**src/rtl/dccm_pkg.sv**
```systemverilog
// Shared constants for the DCCM arbiter and the DCCM memory macro.
package dccm_pkg;
    localparam int DCCM_AW        = 32;
    localparam int DCCM_DW        = 32;
    localparam int STARVE_MAX_DEF = 4;

    localparam logic REQ_LSU = 1'b0;
    localparam logic REQ_DMA = 1'b1;
endpackage

```
**src/rtl/dccm_prio_sel.sv**
```systemverilog
// LSU-priority grant selection with a saturating DMA starvation counter.
module dccm_prio_sel
    import dccm_pkg::*;
#(
    parameter int STARVE_MAX = STARVE_MAX_DEF
) (
    input  logic clk,
    input  logic rst_n,
    input  logic lsu_valid,
    input  logic dma_valid,
    output logic gnt_lsu,
    output logic gnt_dma
);
    localparam logic [3:0] CNT_MAX = 4'(STARVE_MAX);

    logic [3:0] starve_cnt;

    // Grants are gated by reset so the memory sees no enables while held.
    always_comb begin
        gnt_dma = rst_n && dma_valid && (!lsu_valid || starve_cnt == CNT_MAX);
        gnt_lsu = rst_n && lsu_valid && !gnt_dma;
    end

    always_ff @(posedge clk or negedge rst_n) begin
        if (!rst_n) begin
            starve_cnt <= 4'd0;
        end else if (!dma_valid || gnt_dma) begin
            starve_cnt <= 4'd0;
        end else if (starve_cnt != CNT_MAX) begin
            starve_cnt <= starve_cnt + 4'd1;
        end
    end
endmodule

```
**src/rtl/dccm_arbiter.sv**
```systemverilog
// Shares the single-port DCCM between LSU and DMA/debug; one grant per cycle,
// read data steered back to the winner one cycle after the grant.
module dccm_arbiter
    import dccm_pkg::*;
#(
    parameter int AW         = DCCM_AW,
    parameter int DW         = DCCM_DW,
    parameter int STARVE_MAX = STARVE_MAX_DEF
) (
    input  logic          clk,
    input  logic          rst_n,
    input  logic          lsu_req_valid,
    input  logic          lsu_req_we,
    input  logic [AW-1:0] lsu_req_addr,
    input  logic [DW-1:0] lsu_req_wdata,
    output logic          lsu_req_ready,
    output logic          lsu_rsp_valid,
    output logic [DW-1:0] lsu_rsp_rdata,
    input  logic          dma_req_valid,
    input  logic          dma_req_we,
    input  logic [AW-1:0] dma_req_addr,
    input  logic [DW-1:0] dma_req_wdata,
    output logic          dma_req_ready,
    output logic          dma_rsp_valid,
    output logic [DW-1:0] dma_rsp_rdata,
    output logic          dccm_wr_en,
    output logic          dccm_rd_en,
    output logic [AW-1:0] dccm_wr_addr,
    output logic [AW-1:0] dccm_rd_addr,
    output logic [DW-1:0] dccm_wr_data,
    input  logic [DW-1:0] dccm_rd_data
);
    logic gnt_lsu, gnt_dma;
    logic rsp_pend, rsp_owner;

    dccm_prio_sel #(.STARVE_MAX(STARVE_MAX)) u_prio_sel (
        .clk       (clk),
        .rst_n     (rst_n),
        .lsu_valid (lsu_req_valid),
        .dma_valid (dma_req_valid),
        .gnt_lsu   (gnt_lsu),
        .gnt_dma   (gnt_dma)
    );

    assign lsu_req_ready = gnt_lsu;
    assign dma_req_ready = gnt_dma;

    always_comb begin
        dccm_wr_en   = 1'b0;
        dccm_rd_en   = 1'b0;
        dccm_wr_addr = '0;
        dccm_rd_addr = '0;
        dccm_wr_data = '0;
        if (gnt_dma) begin
            dccm_wr_en   = dma_req_we;
            dccm_rd_en   = !dma_req_we;
            dccm_wr_addr = dma_req_addr;
            dccm_rd_addr = dma_req_addr;
            dccm_wr_data = dma_req_wdata;
        end else if (gnt_lsu) begin
            dccm_wr_en   = lsu_req_we;
            dccm_rd_en   = !lsu_req_we;
            dccm_wr_addr = lsu_req_addr;
            dccm_rd_addr = lsu_req_addr;
            dccm_wr_data = lsu_req_wdata;
        end
    end

    // Owner only tracks reads; writes never return a response.
    always_ff @(posedge clk or negedge rst_n) begin
        if (!rst_n) begin
            rsp_pend  <= 1'b0;
            rsp_owner <= REQ_LSU;
        end else begin
            rsp_pend <= dccm_rd_en;
            if (dccm_rd_en)
                rsp_owner <= gnt_dma ? REQ_DMA : REQ_LSU;
        end
    end

    always_comb begin
        lsu_rsp_valid = rsp_pend && (rsp_owner == REQ_LSU);
        dma_rsp_valid = rsp_pend && (rsp_owner == REQ_DMA);
        lsu_rsp_rdata = lsu_rsp_valid ? dccm_rd_data : '0;
        dma_rsp_rdata = dma_rsp_valid ? dccm_rd_data : '0;
    end
endmodule

```
**config.mk**
```make
export PLATFORM = sky130hd
export DESIGN_NAME = dccm_arbiter
export DESIGN_NICKNAME = d
export VERILOG_FILES = /design/src/rtl/dccm_pkg.sv /design/src/rtl/dccm_prio_sel.sv /design/src/rtl/dccm_arbiter.sv
export SDC_FILE = /design/constraint.sdc
export NUM_CORES = 1
export LEC_CHECK = 0
export CORE_AREA = 5 5 126 128
export CTS_BUF_LIST = sky130_fd_sc_hd__clkbuf_4 sky130_fd_sc_hd__clkbuf_8
export DETAILED_ROUTE_END_ITERATION = 12
export DIE_AREA = 0 0 131 133
export DONT_BUFFER_PORTS = 1
export MAX_ROUTING_LAYER = met4
export PLACE_DENSITY = 0.3
export SETUP_SLACK_MARGIN = 0.4
export SYNTH_ARGS = -nofsm -noshare
export SYNTH_HDL_FRONTEND = slang
export SYNTH_SLANG_ARGS = --single-unit
```
**constraint.sdc**
```tcl
create_clock -name clk -period 4.6 [get_ports clk]
set_input_delay 0 -clock clk [delete_from_list [all_inputs] [get_ports clk]]
set_output_delay 0 -clock clk [all_outputs]
set_load 0.1 [all_outputs]
```
Yosys cells after proc, flatten, opt, wreduce, memory -nomap -nowiden
Cells that the tools add are included.
{"block": "word_totals", "regBits": 6, "wordCells": 34}
{"block": "op_classes", "n_addsub": 1, "n_eq_ne": 2, "muxes": 13, "bitwise_logic": 1, "reduce_logical": 14}
{"operator": "$mux W32", "n": 6}
{"operator": "$mux W4", "n": 2}
{"operator": "$logic_and A1 B1 Y1", "n": 6}
{"operator": "$logic_not A1 Y1", "n": 5}
{"operator": "$mux W1", "n": 5}
{"operator": "$add A4 B1 Y4 const B", "n": 1}
{"operator": "$eq A4 B3 Y1 const B", "n": 1}
{"operator": "$ne A4 B3 Y1 const B", "n": 1}
{"operator": "$logic_or A1 B1 Y1", "n": 2}
{"operator": "$reduce_bool A2 Y1", "n": 1}
{"operator": "$not A1 Y1", "n": 1}

Longest topological paths before layout
{"block": "depth", "ltp_word": 7, "ltp_mapped": 8}

Hierarchy
A second synthesis with hierarchy kept.
{"block": "unflattened", "cells_unflattened": 226, "area_unflattened_um2": 1839.3}
{"mod": "dccm_arbiter", "n_inst": 1, "cells_per_inst": 198, "area_per_inst_um2": 1564.0, "seq_area_each_um2": 50.0}
{"mod": "dccm_prio_sel", "n_inst": 1, "cells_per_inst": 28, "area_per_inst_um2": 275.3, "seq_area_each_um2": 100.1}

Worst setup path after synthesis
OpenSTA, ideal clock, no wires.
{"block": "synth_timing", "path_kind": "reg2out", "startpoint": "reg u_prio_sel.starve_cnt[0]", "endpoint": "out dccm_wr_addr[22]", "arrival_time_ps": 3335, "t_required_ps": 4600, "path_slack_ps": 1265, "path_stages_with_launch": 8, "n_path_buf": 2, "path_cell_list": "dfrtp_1 -> inv_1 -> ha_1 -> nand4b_1 -> and3_1 -> clkbuf_1 -> a22o_1 -> buf_4"}
{"block": "synth_via", "elab_chain_len": 7}
{"element": "start, declared", "line": "dccm_prio_sel.sv:16", "rtl": "logic [3:0] starve_cnt;"}
{"element": "start signal, assigned", "line": "dccm_prio_sel.sv:30", "rtl": "starve_cnt <= starve_cnt + 4'd1;"}
{"element": "$eq A4 B3 Y1", "line": "dccm_prio_sel.sv:20", "rtl": "gnt_dma = rst_n && dma_valid && (!lsu_valid || starve_cnt == CNT_MAX);"}
{"element": "$logic_or A1 B1 Y1", "line": "dccm_prio_sel.sv:20"}
{"element": "$logic_and A1 B1 Y1", "line": "dccm_prio_sel.sv:20"}
{"element": "$logic_not A1 Y1", "line": "dccm_prio_sel.sv:21", "rtl": "gnt_lsu = rst_n && lsu_valid && !gnt_dma;"}
{"element": "$logic_and A1 B1 Y1", "line": "dccm_prio_sel.sv:21"}
{"element": "via lsu_req_ready", "line": "dccm_arbiter.sv:16", "rtl": "output logic lsu_req_ready,"}
{"element": "$mux W32 (2 in series)"}
{"element": "end, declared", "line": "dccm_arbiter.sv:28", "rtl": "output logic [AW-1:0] dccm_wr_addr,"}
The timed path passes the listed nets, and every way through them passes these cells.

Worst setup path in the final report
{"block": "layout_timing", "startpoint": "reg u_prio_sel.starve_cnt[0]", "endpoint": "out dccm_wr_addr[15]"}
{"block": "layout_via", "elab_chain_len": 7}
{"element": "$eq A4 B3 Y1 (*)", "line": "dccm_prio_sel.sv:20"}
{"element": "$logic_or A1 B1 Y1 (*)", "line": "dccm_prio_sel.sv:20"}
{"element": "$logic_and A1 B1 Y1 (*)", "line": "dccm_prio_sel.sv:20"}
{"element": "via dma_req_ready", "line": "dccm_arbiter.sv:23", "rtl": "output logic dma_req_ready,"}
{"element": "$logic_not A1 Y1", "line": "dccm_prio_sel.sv:21"}
{"element": "$logic_and A1 B1 Y1", "line": "dccm_prio_sel.sv:21"}
{"element": "$mux W32"}
{"element": "$mux W32 (*)"}
The timed path passes the listed nets; every way through them passes the cells marked *.

==> flow_summary.toml <==
[timing]
final_hold_viol_count = 0
setup_viol = 0
rsz0062_at_grt = "false"
timing.setup.tns_ns = 0
clock_skew_ns = 0.00246
drv_slew = 0
relSlewSlack = 0.262
fmax_mhz = 310
worst_slew_pin_slew_ns = 1.11
min_period_ns = 3.23
hold_slack_ns = 0.0120
fin_crit_sh = 0.702

[critical_path]
critPathMaxStageDelay_ns = 1.00
crit_chain = "inv_1 -> ha_1 -> nand3b_4 -> a211oi_4 -> buf_4 -> a22o_2"
crit_path_start = "u_prio_sel.starve_cnt[0]$_DFFE_PN0P_"
arrival_ns = 3.23
cp_num_buf_inv = 2
crit_family = "compound AO/OA/AOI/OAI gates"
startpoint_type = "register"
crit_path_end_kind = "output port"
r2r_start = "u_prio_sel.starve_cnt[0]$_DFFE_PN0P_"
critPathSlowestCell = "a22o_2"
critical_path.max_fanout = 65
rrSetupSlack_ns = 2.69
required_ns = 4.60
path_class = "register to output port"

[clock_tree]
postCtsSetupBuffers = 0
cts.sinks = 6
cts_root_buf = "clkbuf_8"
clk_pin_slew_ns = 0.04
cts_tree = "yes"
numCtsBuffers = 3
clk_latency_ns = 0.22
htreeDepth = 1
ctsLongestPathBuffers = 2

[logic_synthesis]
syn_avg_cell_area_um2 = 7.74
yosysSeqAreaShare = 0.0890
ys_seq_elements = 6
yosys.area.top_type_share = 0.342
ys_types = 27
yosysTopAreaCell = "a22o_1"
synthesis.nets = 386
synth_cells = 218
synthTopCellsByArea = "a22o_1 34%, buf_4 15%, and2_1 12%"
synth_area_um2 = 1690
ys_warn_count = 0

[floorplan]
core_um2 = 14800
fp-row-count = 45
die_h_um = 133
dieArea_um2 = 17400
die_w_um = 131
ios = 332
initial_core_util = 0.114

[routing]
routed_wl_um = 8640
drtAntennaViolNets = 0
drtIter0Drc = 76
via_per_inst = 4.80
wl_per_cell_um = 24.1
dr.pass1.iters = 4
dr_total_vias = 1723
drc = 0

[status]
status = "finished clean"

[place]
place.gp.congestion = 0.730
port-buffer-count = 0
dp_hpwl_um = 7580
place_inst = 354

[power_and_ir_drop]
power_mw = 0.861
pwr-share-seq = 0.070
internal_power_mw = 0.170
pwr-share-comb = 0.841
p_leak_nw = 0.782
p_switching_mw = 0.691
switching_share = 0.803
power.share.clock = 0.089
powerDensity_nw_per_um2 = 502
ir_drop_uv = 95.2

[cells_and_area]
multi_input_comb_area_um2 = 1230
layout.nets = 341
fin_cells = 359
fillers = 1702
regArea_um2 = 150
layout_commonest_cell = "a22o_1"
layout-drive-gt1-share = 0.251
insertedDiodeCount = 0
layout_common_cells = "34 x a22o_1, 33 x and2_1, 32 x a22o_2, 32 x and3_1, 6 x dfrtp_1"
area_growth_pct = 1.63

[global_routing]
grt_max_degree = 67
grt_pass1_vias = 1692
track_usage = 0.0840
grt_pass1_wl_um = 10600
antenna_found_initial = 0
gr-total-overflow = 0

[hold_path]
min-delay-start = "dma_req_we"
hp-class = "input pin to register"

[flow_run]
maxCapViolCount = 0
[metal layers]
| layer | GRT usage | vias to the layer above | share of wire |
|---|---|---|---|
| met4 | 0.0103 | 0 | 0.0085 |
| met5 | - | - | 0 |
| met3 | 0.0194 | 11 | 0.12 |
| li1 | - | 691 | - |
| met1 | 0.0882 | 824 | 0.34 |
| met2 | 0.161 | 197 | 0.53 |
[power groups by stage]
stage	clock network [mW]	logic (mW)	registers, mW
3_3_place_gp	0	0.721	0.0604
3_5_place_dp	0	0.722	0.0605
5_1_grt	0.0827	0.740	0.0605
2_1_floorplan	0	0.713	0.0621
6_report	0.0766	0.724	0.0599
4_1_cts	0.0802	0.726	0.0599
[per-stage QoR]
stage	setup WS [ns]	utilization	instance area (µm²)
detailed placement	1.57	0.112	1650
global route	1.17	0.116	1720
finish	1.37	0.116	1720
global placement	1.66	0.112	1650
floorplan	1.27	-	1690
CTS	1.33	0.116	1720
[worst paths after layout]
check | to | cells after the start
min reg2reg | u_prio_sel.starve_cnt[1]$_DFFE_PN0P_ | 2
max reg2reg | rsp_pend$_DFF_PN0_ | 5
max in group asynchronous | rsp_owner$_DFFE_PN0P_ | 1
min | rsp_owner$_DFFE_PN0P_ | 2
min in group asynchronous | u_prio_sel.starve_cnt[3]$_DFFE_PN0P_ | 1
max | dccm_wr_addr[15] | 6
[flip-flops by register name, indices dropped and copies added, names as in the netlist]
name	flops
rsp_pend	1
u_prio_sel.starve_cnt	4
rsp_owner	1
[synth_stat cells (all sizes together)]
library cell,n
nand3b,1
nand3,1
and3,33
ha,2
o21a,1
dfrtp,6
buf,42
a211oi,2
a21oi,1
o211a,1
nand4b,2
xnor2,1
a21bo,1
clkbuf,13
nor2b,1
mux2i,1
o41ai,1
nor2,1
a22o,66
and2,33
nor3,2
inv,5
o2111ai,1
[layout make-up]
type	count	area share
multi-input combinational	152	0.716
tap	188	0.137
sequential	6	0.0875
timing repair buffer	5	0.0248
clock buffer	3	0.0241
inverter	5	0.0109
[cell families after synthesis]
family,synth area share
xor+xnor,0.00519
mux,0.00593
flops,0.0890
fa+ha+maj,0.0148
buf+inv,0.219
compound gates,0.384
simple gates,0.282
[worst reg2reg max path, cell delays in order (launching register included)]
cell	delay, ns
dfrtp_1	0.39
inv_1	0.10
ha_1	0.24
nand3b_4	0.14
a211oi_4	0.32
a21bo_2	0.55
[timing repair]
action | CTS | global route
gates resized for setup | 0 | 0
endpoints found under the hold margin | 8 | 0
hold buffers | 2 | 0
No activity file was read; power rests on OpenSTA's default activity.
